**config.mk**
```make
export PLATFORM = sky130hd
export DESIGN_NAME = mdu_hilo_unit
export DESIGN_NICKNAME = d
export VERILOG_FILES = /design/src/rtl/mdu_hilo_unit.sv
export SDC_FILE = /design/constraint.sdc
export NUM_CORES = 2
export LEC_CHECK = 0
export ABC_AREA = 1
export CAP_MARGIN = 20
export CELL_PAD_IN_SITES_DETAIL_PLACEMENT = 1
export CELL_PAD_IN_SITES_GLOBAL_PLACEMENT = 2
export CORE_UTILIZATION = 40
export DETAILED_ROUTE_END_ITERATION = 8
export PLACE_DENSITY = 0.88
export SLEW_MARGIN = 15
export SYNTH_ARGS = -nofsm -noshare
export SYNTH_HDL_FRONTEND = slang
export SYNTH_SLANG_ARGS = --single-unit
```
**constraint.sdc**
```tcl
create_clock -name clk -period 20 [get_ports clk]
set_clock_uncertainty 0.1 [all_clocks]
set_input_delay 4 -clock clk [delete_from_list [all_inputs] [get_ports clk]]
set_output_delay 4 -clock clk [all_outputs]
set_load 0.05 [all_outputs]
```
**src/rtl/mdu_hilo_unit.sv**
```systemverilog
// Multiply/divide unit with architectural HI/LO registers and a hazard stall request.
// Optional build macro MDU_DIV_EN adds the iterative restoring divider (DIV/DIVU).
module mdu_hilo_unit #(
  parameter int WIDTH      = 32,
  parameter int MUL_STAGES = 2
) (
  input  logic             clk,
  input  logic             rst,
  input  logic             start_i,
  input  logic [2:0]       op_i,
  input  logic [WIDTH-1:0] srca_i,
  input  logic [WIDTH-1:0] srcb_i,
  input  logic             rdhilo_i,
  input  logic             flush_i,
  output logic             busy_o,
  output logic             stall_o,
  output logic             done_o,
  output logic [WIDTH-1:0] hi_o,
  output logic [WIDTH-1:0] lo_o
);

  localparam int CNT_W = $clog2(WIDTH);
  localparam logic [CNT_W-1:0] MUL_CNT_INIT = CNT_W'(MUL_STAGES - 1);
  localparam logic [CNT_W-1:0] DIV_CNT_INIT = CNT_W'(WIDTH - 1);

  localparam logic [2:0] OP_MULT  = 3'b000;
  localparam logic [2:0] OP_MULTU = 3'b001;
  localparam logic [2:0] OP_DIV   = 3'b010;
  localparam logic [2:0] OP_DIVU  = 3'b011;
  localparam logic [2:0] OP_MTHI  = 3'b100;
  localparam logic [2:0] OP_MTLO  = 3'b101;

  typedef enum logic [1:0] {IDLE, MUL, DIV} state_t;

  function automatic logic [WIDTH-1:0] applySign(input logic [WIDTH-1:0] v, input logic neg);
    return neg ? (~v + WIDTH'(1)) : v;
  endfunction

  function automatic logic [2*WIDTH-1:0] applySignWide(input logic [2*WIDTH-1:0] v,
                                                       input logic neg);
    return neg ? (~v + (2*WIDTH)'(1)) : v;
  endfunction

  state_t           state, stateNext;
  logic [CNT_W-1:0] cnt, cntNext;
  logic             isMul, isDiv, isMthi, isMtlo, isSigned, validOp, accept;
  logic             writeMul, writeDiv;

  logic [WIDTH-1:0]   magA_p0, magB_p0;
  logic               negRes_p0;
  logic [2*WIDTH-1:0] mulProd;

  always_comb begin
    isMul  = (op_i == OP_MULT) || (op_i == OP_MULTU);
`ifdef MDU_DIV_EN
    isDiv  = (op_i == OP_DIV) || (op_i == OP_DIVU);
`else
    isDiv  = 1'b0;
`endif
    isMthi   = (op_i == OP_MTHI);
    isMtlo   = (op_i == OP_MTLO);
    isSigned = ~op_i[0];
    validOp  = isMul | isDiv | isMthi | isMtlo;
  end

  assign busy_o  = (state != IDLE);
  assign stall_o = busy_o & (start_i | rdhilo_i);
  assign accept  = start_i & ~busy_o & ~flush_i & validOp;

  // A flush always wins, including on the cycle that would otherwise write HI/LO.
  always_comb begin
    stateNext = state;
    cntNext   = cnt;
    writeMul  = 1'b0;
    writeDiv  = 1'b0;
    case (state)
      IDLE: begin
        if (accept && isMul) begin
          stateNext = MUL;
          cntNext   = MUL_CNT_INIT;
        end else if (accept && isDiv) begin
          stateNext = DIV;
          cntNext   = DIV_CNT_INIT;
        end
      end
      MUL: begin
        if (flush_i) begin
          stateNext = IDLE;
        end else if (cnt == '0) begin
          stateNext = IDLE;
          writeMul  = 1'b1;
        end else begin
          cntNext = cnt - CNT_W'(1);
        end
      end
`ifdef MDU_DIV_EN
      DIV: begin
        if (flush_i) begin
          stateNext = IDLE;
        end else if (cnt == '0) begin
          stateNext = IDLE;
          writeDiv  = 1'b1;
        end else begin
          cntNext = cnt - CNT_W'(1);
        end
      end
`endif
      default: stateNext = IDLE;
    endcase
  end

  always_ff @(posedge clk) begin
    if (rst) begin
      state <= IDLE;
      cnt   <= '0;
    end else begin
      state <= stateNext;
      cnt   <= cntNext;
    end
  end

`ifdef MDU_DIV_EN
  logic [WIDTH-1:0] rawA_p0, rem_p0, quo_p0, remNext, quoNext;
  logic             divZero_p0, negRem_p0;
  logic [WIDTH:0]   remShift, remTrial;

  // One restoring step: shift in the next dividend bit, keep the trial only if non-negative.
  always_comb begin
    remShift = {rem_p0, quo_p0[WIDTH-1]};
    remTrial = remShift - {1'b0, magB_p0};
    if (!remTrial[WIDTH]) begin
      remNext = remTrial[WIDTH-1:0];
      quoNext = {quo_p0[WIDTH-2:0], 1'b1};
    end else begin
      remNext = remShift[WIDTH-1:0];
      quoNext = {quo_p0[WIDTH-2:0], 1'b0};
    end
  end
`endif

  // Stage p0: operands captured as magnitudes at accept; later source changes are ignored.
  always_ff @(posedge clk) begin
    if (accept && (isMul || isDiv)) begin
      magA_p0   <= applySign(srca_i, isSigned & srca_i[WIDTH-1]);
      magB_p0   <= applySign(srcb_i, isSigned & srcb_i[WIDTH-1]);
      negRes_p0 <= isSigned & (srca_i[WIDTH-1] ^ srcb_i[WIDTH-1]);
`ifdef MDU_DIV_EN
      rawA_p0    <= srca_i;
      divZero_p0 <= (srcb_i == '0);
      negRem_p0  <= isSigned & srca_i[WIDTH-1];
      rem_p0     <= '0;
      quo_p0     <= applySign(srca_i, isSigned & srca_i[WIDTH-1]);
`endif
    end
`ifdef MDU_DIV_EN
    else if (state == DIV) begin
      rem_p0 <= remNext;
      quo_p0 <= quoNext;
    end
`endif
  end

  assign mulProd = (2*WIDTH)'(magA_p0) * (2*WIDTH)'(magB_p0);

  // Architectural HI/LO: result write, or direct MTHI/MTLO move when idle.
  always_ff @(posedge clk) begin
    if (rst) begin
      hi_o   <= '0;
      lo_o   <= '0;
      done_o <= 1'b0;
    end else begin
      done_o <= writeMul | writeDiv;
      if (writeMul) begin
        {hi_o, lo_o} <= applySignWide(mulProd, negRes_p0);
      end
`ifdef MDU_DIV_EN
      else if (writeDiv) begin
        if (divZero_p0) begin
          lo_o <= '1;
          hi_o <= rawA_p0;
        end else begin
          lo_o <= applySign(quoNext, negRes_p0);
          hi_o <= applySign(remNext, negRem_p0);
        end
      end
`endif
      else if (accept && isMthi) begin
        hi_o <= srca_i;
      end else if (accept && isMtlo) begin
        lo_o <= srca_i;
      end
    end
  end

endmodule
```
==> results.md <==
- Final hold violation count: 0
- EDFF count, synth: 65
- Setup CP Type: input pin to primary output
- Skew-Pair Late Insertion Delay: 450 ps
- Max-cap violations: 0
- Row cnt: 122
- CTS tree: done
- Number of warnings issued by yosys: 0
- Req. time, crit path: around 16000 ps
- Final wirelength: 153 mm
- First-pass GRT wire length: 245 mm
- Fin Setup TNS: 0 ps
- Adder-cell share of the synthesized area: 47.3%
- Slew @ Worst Pin: about 970 ps
- Vias/cell: 4.99
- Rel. slew slack: 35.1%
- Initial DRC count: 2362
- CTS Buf Count: 17
- XOR/XNOR Fraction of Synth Area: 1.95%
- Post-synthesis mux area share: 0%
- Avg Cell Area, Syn: 7.15 µm²
- Vias post-DR: 38868
- Die area: 114000 µm²
- Simple-Gate Fraction of Synth Area: 23.2%
- DRC errors left: 0
- F_max: around 100 MHz
- Crit path time final: 9530 ps
- Num ports: ~140
- Post-CTS Hold Buffers: 0
- Worst R2R End: hi_o[20]$_SDFFE_PP0P_
- Async set-reset flop share out of synthesis: 0%
- Critical path peak fanout: 2
- DP Wirelength: 126 mm
- Initial antenna violation count: 1
- Seq/Total Area, Yosys: 7.50%
- Die Wd: between 300 and 400 µm
- RR Startpoint: magA_p0[4]$_DFFE_PP_
- Total GRT Usage: roughly 28%
- Post-Syn Instances: 6291
- Final ANT Viol Nets: 0
- Antenna Cells: 0
- Fin crit share: 47.7%
- Worst hold path class: register to register
- Vias in the first global route: between 40000 and 50000
- Mapped Area: ~45000 µm²
- CP startpoint kind: input pin
- Ys flop type: dfxtp_1
- Sinks on Clock Net: about 140
- FF+latch count, synth: 136
- Ratio of cells with drive above 1 in the final layout: 3.02%
- Crit. End Element: primary output
- Pin count of the biggest net entering global routing: between 60 and 70
- Fin. max-slew vios: 0
- Fin nets: between 7000 and 8000
- Core area: 111000 µm²
- DRT Pass-1 Iters: 5
- Grt ovf: 0
- Netlist cell types: 47
- WL/cell: 19.7 µm
- Root buffer cell: clkbuf_16
- Starting Density: 40.5%
- Die Height: 337 µm
- Clock transition at path regs: ~70 ps
- CTS resizes: 0
- Area growth, synth to finish: 7.82%
- RSZ-0062 raised after global routing: false
- Htree depth: 4
- Max Root-Sink Buffers: 2
- IO buf count: about 140
- R2R cell count: 33
- Final Wtd Congestion: ~0.92
- Largest family of logic cells by synthesized area: adder cells
- Post-synthesis net count: 7526
- Reg2Reg Setup Slack: between 10000 and 15000 ps
- Compound-Gate Fraction of Synth Area: 2.58%
- Outcome: complete, no violations
- Worst setup path end: stall_o
- Final Setup Violations: 0
- Total setup buffers inserted after CTS: 0
- Arrival time at the worst endpoint: 5430 ps
- CP startpoint: start_i
## placed cells by master, fill, tap and decap left out, types with 4 or more instances in the layout
cell             count
a21oi_1             64
a31oi_1              6
buf_4               75
clkbuf_16           19
clkdlybuf4s50_1    138
dfxtp_1             71
edfxtp_1            65
fa_1               896
ha_1               267
inv_1             1840
inv_2                8
inv_6                4
nand2_1           2003
nand2_2             23
nand3_1            184
nand3_2             13
nand3b_1            14
nand4_1             28
nor2_1             236
nor2_2              19
nor2_4               8
nor3_1              38
nor4_1               7
o21ai_0            115
o21ai_1              8
o21bai_1             4
o31ai_1              7
or2_2                4
xnor2_1             41
xor2_1              59
## cells in the mapped netlist (all sizes together) (4+ instances only)
library cell | n | area (µm²)
nand2 | 2026 | 7660
nor3 | 40 | 210
nor2 | 263 | 1080
nand3 | 197 | 1050
nand3b | 15 | 125
dfxtp | 71 | 1420
o31ai | 7 | 52.6
buf | 6 | 36.3
ha | 267 | 3340
nor4 | 7 | 43.8
a21oi | 66 | 338
clkbuf | 230 | 883
o21bai | 4 | 30.0
edfxtp | 65 | 1950
fa | 896 | 17900
xor2 | 59 | 517
a31oi | 6 | 37.5
xnor2 | 41 | 359
o21ai | 126 | 642
or2 | 6 | 40.0
nand4 | 28 | 175
inv | 1848 | 6940
## kinds of logic (layout without fill, tap and decap cells)
logic type                 count (synthesis)  after routing
and+or+nand+nor                         2587           2587
AOI/OAI and AO/OA                        217            217
xor gates and xnor gates                 100            100
adders and majority gates               1163           1163
buffers and inverters                   2088           2095
DFF                                      136            136
## worst min-delay path by stage
stage / from / to / slack [ps] / depth (start not counted)
global placement: cnt[4]$_SDFFE_PP0P_ / cnt[4]$_SDFFE_PP0P_ / 330 / 2
floorplan: cnt[4]$_SDFFE_PP0P_ / cnt[4]$_SDFFE_PP0P_ / 320 / 2
global route: cnt[4]$_SDFFE_PP0P_ / cnt[4]$_SDFFE_PP0P_ / 380 / 2
detailed placement: cnt[4]$_SDFFE_PP0P_ / cnt[4]$_SDFFE_PP0P_ / 350 / 2
finish: cnt[4]$_SDFFE_PP0P_ / cnt[4]$_SDFFE_PP0P_ / 350 / 2
CTS: cnt[4]$_SDFFE_PP0P_ / cnt[4]$_SDFFE_PP0P_ / 360 / 2
## routing by layer
metal	part of all wire (%)	global-route usage, %	up-vias
met5	0	0	-
met4	1.8	5.28	0
met3	4.6	2.43	159
met2	49	48.4	819
met1	45	38.4	20148
li1	-	-	17742
## metrics by stage
stage                     area, µm²  std cells  hold WS, ps  worst slack, ps  util, %
final                         48500       7786          355            10470     43.7
after global routing          48500       7786          384            10370     43.7
after CTS                     48500       7785          359            10460     43.6
after detailed placement      47900       7755          348            10470     43.1
after global placement        47900       7755          332            10430     43.1
after floorplan               45000       6291          322            11230        -
## area by class of cell
| class | count | area (µm²) |
|---|---|---|
| well taps | 1488 | 1860 |
| multi-input cells | 4067 | 33800 |
| repair buffers | 214 | 1960 |
| clock buffers | 20 | 483 |
| clock inverters | 10 | 130 |
| fillers | 14253 | 62600 |
| inverters | 1851 | 6950 |
| flip-flops and latches | 136 | 3370 |
## worst max-delay path, stage by stage
cell and delay [ps]:
clkdlybuf4s50_1 490, nor2_1 50, nor2_1 80, clkdlybuf4s50_1 810
## registers in the layout, summed over array words and instances, names as in the netlist
| register | cells |
|---|---|
| cnt | 5 |
| done_o | 1 |
| hi_o | 32 |
| lo_o | 32 |
| magA_p0 | 32 |
| magB_p0 | 32 |
| negRes_p0 | 1 |
| state | 1 |
Power is not shown: default switching activity piles up to over one toggle a cycle in this logic, so the estimate is an artifact.
